**config.mk**
```make
export PLATFORM = sky130hd
export DESIGN_NAME = matrix_ctrl_flat
export DESIGN_NICKNAME = d
export VERILOG_FILES = /design/src/rtl/matrix_pkg.sv /design/src/rtl/matrix_ctrl_if.sv /design/src/rtl/matrix_addr_gen.sv /design/src/rtl/matrix_ctrl.sv /design/src/flat_wrapper.sv
export SDC_FILE = /design/constraint.sdc
export NUM_CORES = 1
export LEC_CHECK = 0
export CORE_AREA = 2 2 102 104
export DETAILED_ROUTE_END_ITERATION = 10
export DIE_AREA = 0 0 104 106
export PLACE_DENSITY = 0.73
export SLEW_MARGIN = 20
export SYNTH_ARGS = -nofsm -noshare
export SYNTH_HDL_FRONTEND = slang
export SYNTH_HIERARCHICAL = 1
export SYNTH_SLANG_ARGS = --single-unit
```
**constraint.sdc**
```tcl
create_clock -name clk -period 2.8 [get_ports clk]
set_clock_uncertainty 0.1 [all_clocks]
set_input_delay 0.56 -clock clk [delete_from_list [all_inputs] [get_ports clk]]
set_output_delay 0.56 -clock clk [all_outputs]
set_load 0.05 [all_outputs]
```
**src/rtl/matrix_pkg.sv**
```systemverilog
// Shared types and helpers for the matrix buffer sequencer.
// No logic; state encoding and address-width computation only.
// Imported by matrix_ctrl and matrix_addr_gen.
package matrix_pkg;

    typedef enum logic [1:0] {
        IDLE  = 2'd0,
        LOAD  = 2'd1,
        READ  = 2'd2,
        FLUSH = 2'd3
    } state_t;

    // Address width for n elements; never below 1 so a 1x1 matrix still has a port.
    function automatic int addr_w(input int n);
        return (n > 1) ? $clog2(n) : 1;
    endfunction

endpackage

```
**src/rtl/matrix_ctrl_if.sv**
```systemverilog
// Input stream, memory port and output stream of the matrix sequencer.
// Pure wiring, no latency.
// Both streams are valid/ready; the memory port has no backpressure.
interface matrix_ctrl_if #(
    parameter int WIDTH = 16,
    parameter int AW    = 5
);
    logic             in_valid;
    logic             in_ready;
    logic [WIDTH-1:0] in_data;
    logic             mem_we;
    logic [AW-1:0]    mem_waddr;
    logic [WIDTH-1:0] mem_wdata;
    logic             mem_re;
    logic [AW-1:0]    mem_raddr;
    logic [WIDTH-1:0] mem_rdata;
    logic             out_valid;
    logic             out_ready;
    logic [WIDTH-1:0] out_data;

    modport master (
        input  in_valid, in_data, mem_rdata, out_ready,
        output in_ready, mem_we, mem_waddr, mem_wdata, mem_re, mem_raddr,
               out_valid, out_data
    );

    modport slave (
        output in_valid, in_data, mem_rdata, out_ready,
        input  in_ready, mem_we, mem_waddr, mem_wdata, mem_re, mem_raddr,
               out_valid, out_data
    );
endinterface

```
**src/rtl/matrix_addr_gen.sv**
```systemverilog
// Read address walker: row-major or column-major over a ROW x COL matrix.
// addr/last are valid combinationally from the counters; advance steps next cycle.
// No backpressure of its own; the caller only advances when a read is issued.
module matrix_addr_gen
    import matrix_pkg::*;
#(
    parameter int ROW = 5,
    parameter int COL = 4,
    parameter int AW  = addr_w(ROW * COL)
) (
    input  logic          clk,
    input  logic          rst_n,
    input  logic          clear,
    input  logic          advance,
    input  logic          transpose,
    output logic [AW-1:0] addr,
    output logic          last
);
    // base_q tracks r*COL incrementally so the address is a single add.
    logic [AW-1:0] r_q, r_d, c_q, c_d, base_q, base_d;

    // Counter registers.
    always_ff @(posedge clk or negedge rst_n) begin
        if (!rst_n) begin
            r_q    <= '0;
            c_q    <= '0;
            base_q <= '0;
        end else begin
            r_q    <= r_d;
            c_q    <= c_d;
            base_q <= base_d;
        end
    end

    // Step the inner counter; wrap carries into the outer one.
    always_comb begin
        r_d    = r_q;
        c_d    = c_q;
        base_d = base_q;
        if (clear) begin
            r_d    = '0;
            c_d    = '0;
            base_d = '0;
        end else if (advance) begin
            if (!transpose) begin
                if (c_q == AW'(COL - 1)) begin
                    c_d    = '0;
                    r_d    = r_q + 1'b1;
                    base_d = base_q + AW'(COL);
                end else begin
                    c_d = c_q + 1'b1;
                end
            end else begin
                if (r_q == AW'(ROW - 1)) begin
                    r_d    = '0;
                    base_d = '0;
                    c_d    = c_q + 1'b1;
                end else begin
                    r_d    = r_q + 1'b1;
                    base_d = base_q + AW'(COL);
                end
            end
        end
    end

    // Both orderings end on the bottom-right element.
    always_comb begin
        addr = base_q + c_q;
        last = (r_q == AW'(ROW - 1)) && (c_q == AW'(COL - 1));
    end
endmodule

```
**src/rtl/matrix_ctrl.sv**
```systemverilog
// Load/readout sequencer for a ROW x COL matrix in external memory; MATRIX_CTRL_PERF_EN adds stall_cnt.
// Load writes combinationally on the input handshake; readout lands 2 edges after start_rd acceptance.
// in_ready only in LOAD; reads throttle so the 2-entry output FIFO never overflows under out_ready low.
module matrix_ctrl
    import matrix_pkg::*;
#(
    parameter int ROW   = 5,
    parameter int COL   = 4,
    parameter int WIDTH = 16,
    parameter int AW    = addr_w(ROW * COL)
) (
    input  logic clk,
    input  logic rst_n,
    input  logic start_wr,
    input  logic start_rd,
    input  logic transpose,
    matrix_ctrl_if.master bus,
    output logic busy,
    output logic loaded,
    output logic done,
    output logic err
`ifdef MATRIX_CTRL_PERF_EN
    ,
    output logic [15:0] stall_cnt
`endif
);
    localparam logic [AW-1:0] LAST_IDX = AW'(ROW * COL - 1);

    state_t           state_q, state_d;
    logic [AW-1:0]    widx_q, widx_d, ocnt_q, ocnt_d;
    logic             loaded_q, loaded_d, tr_q, tr_d, infl_q, infl_d;
    logic [WIDTH-1:0] f0_q, f0_d, f1_q, f1_d;
    logic             wptr_q, wptr_d, rptr_q, rptr_d;
    logic [1:0]       cnt_q, cnt_d;

    logic             in_hs, pop, push, rd_issue, wr_accept, rd_accept, out_vld;
    logic [2:0]       occ;
    logic [AW-1:0]    ag_addr;
    logic             ag_last;

    matrix_addr_gen #(.ROW(ROW), .COL(COL), .AW(AW)) u_addr_gen (
        .clk       (clk),
        .rst_n     (rst_n),
        .clear     (rd_accept),
        .advance   (rd_issue),
        .transpose (tr_q),
        .addr      (ag_addr),
        .last      (ag_last)
    );

    // Handshake and throttle terms shared by the FSM and datapath.
    always_comb begin
        wr_accept = (state_q == IDLE) && start_wr;
        rd_accept = (state_q == IDLE) && start_rd && !start_wr && loaded_q;
        in_hs     = (state_q == LOAD) && bus.in_valid;
        out_vld   = (cnt_q != 2'd0);
        pop       = out_vld && bus.out_ready;
        push      = infl_q;
        // An element leaving this cycle frees its slot in time for a read issued now.
        occ       = {1'b0, cnt_q} + {2'b0, infl_q} - {2'b0, pop};
        rd_issue  = (state_q == READ) && (occ < 3'd2);
    end

    // State and datapath registers.
    always_ff @(posedge clk or negedge rst_n) begin
        if (!rst_n) begin
            state_q  <= IDLE;
            widx_q   <= '0;
            ocnt_q   <= '0;
            loaded_q <= 1'b0;
            tr_q     <= 1'b0;
            infl_q   <= 1'b0;
            f0_q     <= '0;
            f1_q     <= '0;
            wptr_q   <= 1'b0;
            rptr_q   <= 1'b0;
            cnt_q    <= 2'd0;
        end else begin
            state_q  <= state_d;
            widx_q   <= widx_d;
            ocnt_q   <= ocnt_d;
            loaded_q <= loaded_d;
            tr_q     <= tr_d;
            infl_q   <= infl_d;
            f0_q     <= f0_d;
            f1_q     <= f1_d;
            wptr_q   <= wptr_d;
            rptr_q   <= rptr_d;
            cnt_q    <= cnt_d;
        end
    end

    // Next-state: start_wr has priority in IDLE; starts elsewhere are ignored.
    always_comb begin
        state_d = state_q;
        case (state_q)
            IDLE:    if (start_wr) state_d = LOAD;
                     else if (start_rd && loaded_q) state_d = READ;
            LOAD:    if (in_hs && (widx_q == LAST_IDX)) state_d = IDLE;
            READ:    if (rd_issue && ag_last) state_d = FLUSH;
            FLUSH:   if (pop && (ocnt_q == LAST_IDX)) state_d = IDLE;
            default: state_d = IDLE;
        endcase
    end

    // Counters, latched mode and the 2-entry output FIFO.
    always_comb begin
        widx_d   = widx_q;
        ocnt_d   = ocnt_q;
        loaded_d = loaded_q;
        tr_d     = tr_q;
        infl_d   = rd_issue;
        f0_d     = f0_q;
        f1_d     = f1_q;
        wptr_d   = wptr_q;
        rptr_d   = rptr_q;
        if (wr_accept) begin
            widx_d   = '0;
            loaded_d = 1'b0;
        end else if (in_hs) begin
            widx_d = widx_q + 1'b1;
            if (widx_q == LAST_IDX) loaded_d = 1'b1;
        end
        if (rd_accept) begin
            tr_d   = transpose;
            ocnt_d = '0;
        end else if (pop) begin
            ocnt_d = ocnt_q + 1'b1;
        end
        if (push) begin
            if (wptr_q) f1_d = bus.mem_rdata;
            else        f0_d = bus.mem_rdata;
            wptr_d = !wptr_q;
        end
        if (pop) rptr_d = !rptr_q;
        cnt_d = cnt_q + {1'b0, push} - {1'b0, pop};
    end

    // Outputs; address/data buses are zero whenever their strobe is low.
    always_comb begin
        bus.in_ready  = (state_q == LOAD);
        bus.mem_we    = in_hs;
        bus.mem_waddr = in_hs ? widx_q : '0;
        bus.mem_wdata = in_hs ? bus.in_data : '0;
        bus.mem_re    = rd_issue;
        bus.mem_raddr = rd_issue ? ag_addr : '0;
        bus.out_valid = out_vld;
        bus.out_data  = !out_vld ? '0 : (rptr_q ? f1_q : f0_q);
        busy          = (state_q != IDLE);
        loaded        = loaded_q;
        done          = (in_hs && (widx_q == LAST_IDX))
                     || ((state_q == FLUSH) && pop && (ocnt_q == LAST_IDX));
        err           = (state_q == IDLE) && start_rd && !start_wr && !loaded_q;
    end

`ifdef MATRIX_CTRL_PERF_EN
    logic [15:0] stall_q, stall_d;

    // Saturating count of cycles the consumer holds off a valid element.
    always_comb begin
        stall_d = stall_q;
        if (rd_accept) stall_d = '0;
        else if (out_vld && !bus.out_ready && (stall_q != 16'hFFFF)) stall_d = stall_q + 16'd1;
    end

    // Stall counter register.
    always_ff @(posedge clk or negedge rst_n) begin
        if (!rst_n) stall_q <= '0;
        else        stall_q <= stall_d;
    end

    assign stall_cnt = stall_q;
`endif
endmodule

```
**src/flat_wrapper.sv**
```systemverilog
// flat-port wrapper written by rule: the top's interface ports become plain ports
module matrix_ctrl_flat import matrix_pkg::*;
#(
    parameter int ROW   = 5,
    parameter int COL   = 4,
    parameter int WIDTH = 16,
    parameter int AW    = addr_w(ROW * COL)
)
  (clk, rst_n, start_wr, start_rd, transpose, busy, loaded, done, err, bus_in_valid, bus_in_data, bus_mem_rdata, bus_out_ready, bus_in_ready, bus_mem_we, bus_mem_waddr, bus_mem_wdata, bus_mem_re, bus_mem_raddr, bus_out_valid, bus_out_data);
  matrix_ctrl_if #(.WIDTH(WIDTH), .AW(AW)) bus_i ();
  input  logic clk;
  input  logic rst_n;
  input  logic start_wr;
  input  logic start_rd;
  input  logic transpose;
  output logic busy;
  output logic loaded;
  output logic done;
  output logic err;
  input wire logic [$bits(bus_i.in_valid)-1:0] bus_in_valid;
  input wire logic [$bits(bus_i.in_data)-1:0] bus_in_data;
  input wire logic [$bits(bus_i.mem_rdata)-1:0] bus_mem_rdata;
  input wire logic [$bits(bus_i.out_ready)-1:0] bus_out_ready;
  output wire logic [$bits(bus_i.in_ready)-1:0] bus_in_ready;
  output wire logic [$bits(bus_i.mem_we)-1:0] bus_mem_we;
  output wire logic [$bits(bus_i.mem_waddr)-1:0] bus_mem_waddr;
  output wire logic [$bits(bus_i.mem_wdata)-1:0] bus_mem_wdata;
  output wire logic [$bits(bus_i.mem_re)-1:0] bus_mem_re;
  output wire logic [$bits(bus_i.mem_raddr)-1:0] bus_mem_raddr;
  output wire logic [$bits(bus_i.out_valid)-1:0] bus_out_valid;
  output wire logic [$bits(bus_i.out_data)-1:0] bus_out_data;
  assign bus_i.in_valid = bus_in_valid;
  assign bus_i.in_data = bus_in_data;
  assign bus_i.mem_rdata = bus_mem_rdata;
  assign bus_i.out_ready = bus_out_ready;
  assign bus_in_ready = bus_i.in_ready;
  assign bus_mem_we = bus_i.mem_we;
  assign bus_mem_waddr = bus_i.mem_waddr;
  assign bus_mem_wdata = bus_i.mem_wdata;
  assign bus_mem_re = bus_i.mem_re;
  assign bus_mem_raddr = bus_i.mem_raddr;
  assign bus_out_valid = bus_i.out_valid;
  assign bus_out_data = bus_i.out_data;
  matrix_ctrl #(.ROW(ROW), .COL(COL), .WIDTH(WIDTH), .AW(AW)) u_core (.clk(clk), .rst_n(rst_n), .start_wr(start_wr), .start_rd(start_rd), .transpose(transpose), .bus(bus_i), .busy(busy), .loaded(loaded), .done(done), .err(err));
endmodule
```
==> results.cfg, run 1 <==
[placed_design]
globalplace.congestion = 0.802
dp.cells = 542
port_buffers = 88
post-place-ws_ns = -0.729
place_hpwl_mm = 5.71

[sta]
slew_viol_final = 0
worst_pin_slew_ns = 0.794
fin_crit_sh_pct = 116
finalSetupViolCount = 19
fin_ws_ns = -0.448
rsz0062_at_grt = yes
slew_headroom_pct = 46.9
fmax_mhz = 308
fin_crit_ns = 3.25
hold_viol = 0

[clocking]
postCtsHoldBufs = 0
cts.sinks = 64
clkSlewWorstSetupHoldPaths_ns = 0.08
clock_latency_ns = 0.34
numCtsBuffers = 9
htreeDepth = 3
tritoncts = yes
cts_max_path_buffers = 2
clock-root-buffer = clkbuf_8

[critical_path]
critical_path.slowest_cell = fa_2
cp_data_required_time_ns = 2.14
worst-path-max-fanout = 7
worstSetupStartpoint = u_core/cnt_q[1]
cp_cell_sequence = o21ai_4 -> inv_2 -> ha_4 -> inv_4 -> ha_4 -> inv_2 -> fa_2 -> and4b_4 -> and2_4 -> buf_12
cp.arrival_ns = 2.59
path_class = reg2out
end_kind = output port
reg2reg_to = u_core/u_addr_gen/c_q[3]
max_stage_delay_ns = 0.57
rrSetupSlack_ns = -0.33
start_kind = register
timing.rr.start = u_core/cnt_q[1]
critPathCapture = bus_mem_raddr[4]
r2r_cells = 14

[die]
start_util_pct = 34.9
die_area_mm2 = 0.0110
die_h_um = 106
num_rows = 37
fp.dieW_um = 104
fp.coreArea_mm2 = 0.0100
ios = 89

[route]
drt-total-wl_mm = 7.92
ant_nets = 0
vias = 2693
routedWlPerCell_um = 14.1
first_iter_violations = 74
drcViolationCount = 0
dr.pass1.iters = 5
viasPerCell = 4.79

[pwr]
pwr_density_cell_mw_per_mm2 = 861
pwr-share-comb_pct = 53.3
leakage_nw = 2.44
power_frac_seq_pct = 26.8
switching_power_mw = 1.92
power_mw = 4.51
power.share.switching_pct = 42.7
peakVddDrop_uv = 389
clkPwrFrac_pct = 19.9
cell_internal_pwr_mw = 2.59

[logic_synthesis]
async_reset_ff_share_pct = 100
synth_seq_area_share_pct = 45.8
synth-edff-count = 0
ys_top_cells_by_area = dfrtp_1, mux2_2, mux2i_1
syn_nets = 364
synth_area_per_cell_um2 = 11.2
ys.flop_type = dfrtp_1
syn_area_mm2 = 0.00349
ys_ff_latch = 64
yosysTopAreaCellShare_pct = 45.8
synth_cells = 313
ys_types = 54
ys_warn_count = 6
synth_largest_area_cell = dfrtp_1

[global_routing]
grt_pass1_vias = 2714
track_usage_pct = 14.7
grt.overflow.total = 0
antenna_found_initial = 0
grt_pass1_wl_mm = 13.1
grt_max_degree = 42

[worst_hold_path]
hold_class = in2async

[job]
maxCapViolCount = 0

[run_status]
outcome = complete, but fails checks
violations = setup timing

[finish]
drive_gt1_share_pct = 35.9
final_core_util_pct = 52.4
area_delta_synth_final_pct = 49.9
fillers = 890
final_cells = 562
nets = 472
antenna_cells = 0
==> per-stage QoR <==
stage	hold WS (ns)	TNS (ns)	cell area [um^2]
floorplan	0.164	-2.35	3540
global placement	0.366	-11.22	4910
detailed placement	0.376	-12.57	4910
CTS	0.107	-5.68	5180
global route	0.119	-8.06	5240
finish	0.0966	-6.14	5240
==> metal layers <==
layer	global-route usage [%]	vias to the layer above	wire (um)
li1	-	1307	-
met1	18.0	1296	3470
met2	25.6	80	3970
met3	3.56	10	391
met4	4.63	0	89
met5	0	-	0
==> power by group through the flow <==
stage / clock network [mW] / logic (mW) / registers, mW
floorplan: 0 / 1.45 / 1.21
global placement: 0 / 2.31 / 1.22
detailed placement: 0 / 2.35 / 1.23
CTS: 0.921 / 2.38 / 1.21
global route: 0.976 / 2.55 / 1.24
finish: 0.897 / 2.40 / 1.21
==> area by class of cell <==
class	count	area, um^2	area share (%)
repair buffers	111	1330	25.3
well taps	136	170	3.25
flip-flops and latches	64	1600	30.6
inverters	13	51.3	0.979
multi-input cells	222	1860	35.5
clock inverters	7	103	1.96
clock buffers	9	124	2.37
==> state kept, by name, summed over array words and instances, names as in the netlist, 2 cells and up <==
signal,flops
u_core/widx_q,5
u_core/f0_q,16
u_core/state_q,2
u_core/ocnt_q,5
u_core/u_addr_gen/r_q,5
u_core/cnt_q,2
u_core/f1_q,16
u_core/u_addr_gen/c_q,5
u_core/u_addr_gen/base_q,3
==> worst max-delay path, delay by kind of cell (launching register included) <==
kind	cells	cell delay [ns]
compound gates	1	0.17
buf+inv	4	0.28
fa+ha+maj	3	0.89
flops	1	0.43
simple gates	2	0.47
==> cells by family after synthesis <==
group / after synthesis / share of synthesized area [%]
simple gates: 105 / 17.8
flops: 64 / 45.8
mux: 53 / 16.4
compound gates: 39 / 8.34
buf+inv: 27 / 4.05
fa+ha+maj: 12 / 4.51
xor+xnor: 12 / 3.01
other cells: 1 / 0.107
==> worst min-delay path by stage <==
stage | to
global placement | u_core/f0_q[12]
global route | u_core/f1_q[14]
detailed placement | u_core/f0_q[10]
finish | u_core/f1_q[14]
floorplan | u_core/cnt_q[0]
CTS | u_core/f1_q[14]
==> layout by cell type, fill, tap and decap left out, types with 2 or more instances in the layout <==
| cell | Yosys | routed |
|---|---|---|
| xor2_1 | 7 | 7 |
| nor2_1 | 30 | 30 |
| dfrtp_1 | 64 | 63 |
| inv_1 | 13 | 10 |
| xnor2_1 | 5 | 4 |
| o21ai_2 | 5 | 5 |
| nor4b_2 | 1 | 2 |
| nand3b_1 | 2 | 2 |
| nand4b_1 | 2 | 2 |
| nand2b_1 | 2 | 2 |
| a21o_1 | 2 | 2 |
| a21oi_1 | 11 | 8 |
| mux2i_1 | 20 | 20 |
| mux2_2 | 23 | 23 |
| o2bb2ai_2 | 2 | 2 |
| o21ai_0 | 7 | 5 |
| and2_1 | 26 | 21 |
| nand3_1 | 9 | 8 |
| or3_1 | 2 | 2 |
| buf_6 | 3 | 2 |
| ha_4 | 0 | 2 |
| mux2_1 | 10 | 10 |
| o21ai_1 | 1 | 2 |
| ha_1 | 11 | 9 |
| clkbuf_8 | 0 | 9 |
| o22ai_2 | 0 | 2 |
| inv_2 | 0 | 2 |
| buf_4 | 2 | 37 |
| nand2_1 | 12 | 11 |
| clkdlybuf4s50_1 | 0 | 39 |
| nand4_1 | 3 | 3 |
| or4b_4 | 1 | 2 |
| a21oi_2 | 0 | 3 |
| inv_6 | 0 | 2 |
| and2_4 | 0 | 5 |
| clkinv_4 | 0 | 2 |
| buf_12 | 0 | 31 |
| bufinv_16 | 0 | 2 |
==> cell usage after synthesis, types with 2 or more instances <==
cell	n
nand3b_1	2
buf_6	3
nand4b_1	2
a21oi_1	11
nand3_1	9
buf_2	8
nand2b_1	2
o2bb2ai_2	2
nand4_1	3
dfrtp_1	64
mux2i_1	20
o21ai_0	7
o22ai_1	2
a21boi_0	2
nor2_1	30
mux2_2	23
xor2_1	7
nand2_1	12
mux2_1	10
buf_4	2
nor2b_1	2
o21ai_2	5
inv_1	13
a21o_1	2
ha_1	11
xnor2_1	5
or3_1	2
and2_1	26
==> what timing repair did <==
item                       CTS  global route
resized for setup            8            14
pin swaps                    7             9
setup endpoints to repair   19            19
gates cloned                 0             0
buffers inserted             3             1
No activity file was read; power rests on OpenSTA's default activity.
==> inputs of run 2 (changes only) <==
CORE_AREA = 2 2 100 102   (was 2 2 102 104)
DIE_AREA = 0 0 102 104   (was 0 0 104 106)
PLACE_DENSITY = 0.74   (was 0.73)
SYNTH_HIERARCHICAL = default   (was 1)
==> results.cfg, run 2 <==
[critical_path]
path_class = reg2out
end_kind = output port
worst-path-max-fanout = 5
critical_path.slowest_cell = fa_1
max_stage_delay_ns = 0.45
cp.arrival_ns = 2.47
cp_data_required_time_ns = 2.14
start_kind = register
cp_cell_sequence = o21ai_4 -> xnor2_2 -> ha_1 -> inv_1 -> fa_1 -> and3b_2 -> nand2_4 -> clkinvlp_4 -> buf_12

[clocking]
cts_max_path_buffers = 2
clock-root-buffer = clkbuf_8
htreeDepth = 3
numCtsBuffers = 9
clock_latency_ns = 0.34
cts.sinks = 64
tritoncts = yes
clkSlewWorstSetupHoldPaths_ns = 0.08

[sta]
fmax_mhz = 320
finalSetupViolCount = 6
slew_headroom_pct = 37.6
fin_crit_sh_pct = 112
fin_ws_ns = -0.325
worst_pin_slew_ns = 0.932
whs_ns = 0.0983
fin_crit_ns = 3.13
fin_setup_tns_ns = -1.73
rsz0062_at_grt = yes
hold_viol = 0
slew_viol_final = 0

[die]
num_rows = 36
fp.coreArea_mm2 = 0.00955
die_h_um = 104
fp.dieW_um = 102
start_util_pct = 35.2
die_area_mm2 = 0.0106
ios = 89

[logic_synthesis]
syn_area_mm2 = 0.00336
synth_largest_area_cell = dfrtp_1
synth_seq_area_share_pct = 47.6
ys_top_cells_by_count = dfrtp_1, nor2_1, mux2_2
yosysTopAreaCellShare_pct = 47.6
ys.flop_type = dfrtp_1
ys_types = 44
synth.most_common_cell = dfrtp_1
synth_cells = 313
synth_area_per_cell_um2 = 10.7
synth-edff-count = 0
syn_nets = 362
async_reset_ff_share_pct = 100
ys_warn_count = 0
ys_top_cells_by_area = dfrtp_1, mux2_2, mux2i_1
ys_ff_latch = 64

[route]
drt-total-wl_mm = 7.79
viasPerCell = 4.90
ant_nets = 0
vias = 2712
routedWlPerCell_um = 14.1
first_iter_violations = 89
dr.pass1.iters = 4
drcViolationCount = 0

[finish]
area_delta_synth_final_pct = 48.3
nets = 465
register_area_mm2 = 0.00160
reg.largest.list = u_core.f0_q x16, u_core.f1_q x16
mostFrequentLayoutCells = dfrtp_1, clkdlybuf4s50_1, buf_4, nor2_1, mux2_2
multi_input_area_mm2 = 0.00172
fillers = 860
layout_commonest_cell = dfrtp_1
final_core_util_pct = 52.3
antenna_cells = 0
drive_gt1_share_pct = 30.6

[placed_design]
post-place-ws_ns = -0.604
place_hpwl_mm = 5.72
globalplace.congestion = 0.797
port_buffers = 88

[global_routing]
antenna_found_initial = 0
track_usage_pct = 15.5
grtUsageMet2_pct = 26.9
grt_use_met1_pct = 18.4
use_met3_pct = 4.77
global_route.peak_usage_layer = met2
grt_max_degree = 27
grt.overflow.total = 0
grt_pass1_vias = 2759
grt_pass1_wl_mm = 13.2

[pwr]
pwr_density_cell_mw_per_mm2 = 870
power_mw = 4.34
leakage_nw = 2.30
peakVddDrop_uv = 497

[run_status]
violations = setup timing
outcome = complete, but fails checks

[job]
maxCapViolCount = 0

[worst_hold_path]
hold_class = in2async
## run 2: layout make-up
type                       instances  share of cell area [%]
multi-input combinational        223                    34.4
sequential                        64                    32.1
clock buffer                      11                    3.03
clock inverter                     5                   0.777
timing repair buffer             106                    25.4
tap                              133                    3.33
inverter                          12                   0.978
## run 2: worst max-delay path, delay by kind of cell (launching register included)
kind | cells | cell delay, ns
adders and majority gates | 2 | 0.61
and+or+nand+nor | 2 | 0.42
DFF | 1 | 0.41
buffers and inverters | 3 | 0.35
AOI/OAI and AO/OA | 1 | 0.19
xor gates and xnor gates | 1 | 0.13
## run 2: final timing paths
| check | startpoint | to | slack (ns) | depth (start not counted) |
|---|---|---|---|---|
| setup / recovery | u_core.cnt_q[0] | bus_mem_re | -0.33 | 9 |
| hold / removal | rst_n | u_core.f0_q[1] | 0.1 | 1 |
| setup reg to reg | u_core.cnt_q[0] | u_core.u_addr_gen.r_q[4] | 0.10 | 11 |
| hold reg to reg | u_core.wptr_q | u_core.wptr_q | 0.41 | 1 |
| max in group asynchronous | rst_n | u_core.ocnt_q[1] | 1.79 | 2 |
| min in group clk | u_core.wptr_q | u_core.wptr_q | 0.41 | 1 |
## run 2: routing by layer
layer / part of all wire, % / vias to the layer above
met1: 41 / 1336
met4: 1.2 / 0
met3: 5.0 / 11
met2: 52 / 67
li1: - / 1298
met5: 0 / -
## run 2: stage by stage
step,instances,cell area (um^2)
6_report,554,4990
5_1_grt,554,4990
4_1_cts,554,4980
3_5_place_dp,537,4790
3_3_place_gp,537,4790
2_1_floorplan,313,3420
## run 2: timing repair
action / in CTS / in global routing
gates resized for setup: 1 / 1
pin swaps: 2 / 2
hold buffers: 0 / 0
endpoints found under the setup margin: 15 / 7
buffers inserted: 1 / 0
cloned: 0 / 0
## run 2: logic make-up (layout without fill, tap and decap cells)
group / count (synthesis) / count (layout) / synth area share [%]
compound gates: 32 / 32 / 6.73
xor+xnor: 16 / 16 / 4.17
fa+ha+maj: 10 / 10 / 3.94
buf+inv: 26 / 134 / 3.05
flops: 64 / 64 / 47.6
mux: 53 / 53 / 17.0
simple gates: 112 / 112 / 17.6
## run 2: where the power goes
part,switching [mW],total [mW],internal [mW]
clock,0.383,0.759,0.376
sequential,0.183,1.28,1.10
combinational,1.34,2.30,0.958
==> inputs of run 3 (changes only) <==
GPL_ROUTABILITY_DRIVEN = 0   (was default)
==> results of run 3 <==
Final layout, timing and power as in run 2 (identical DEF).
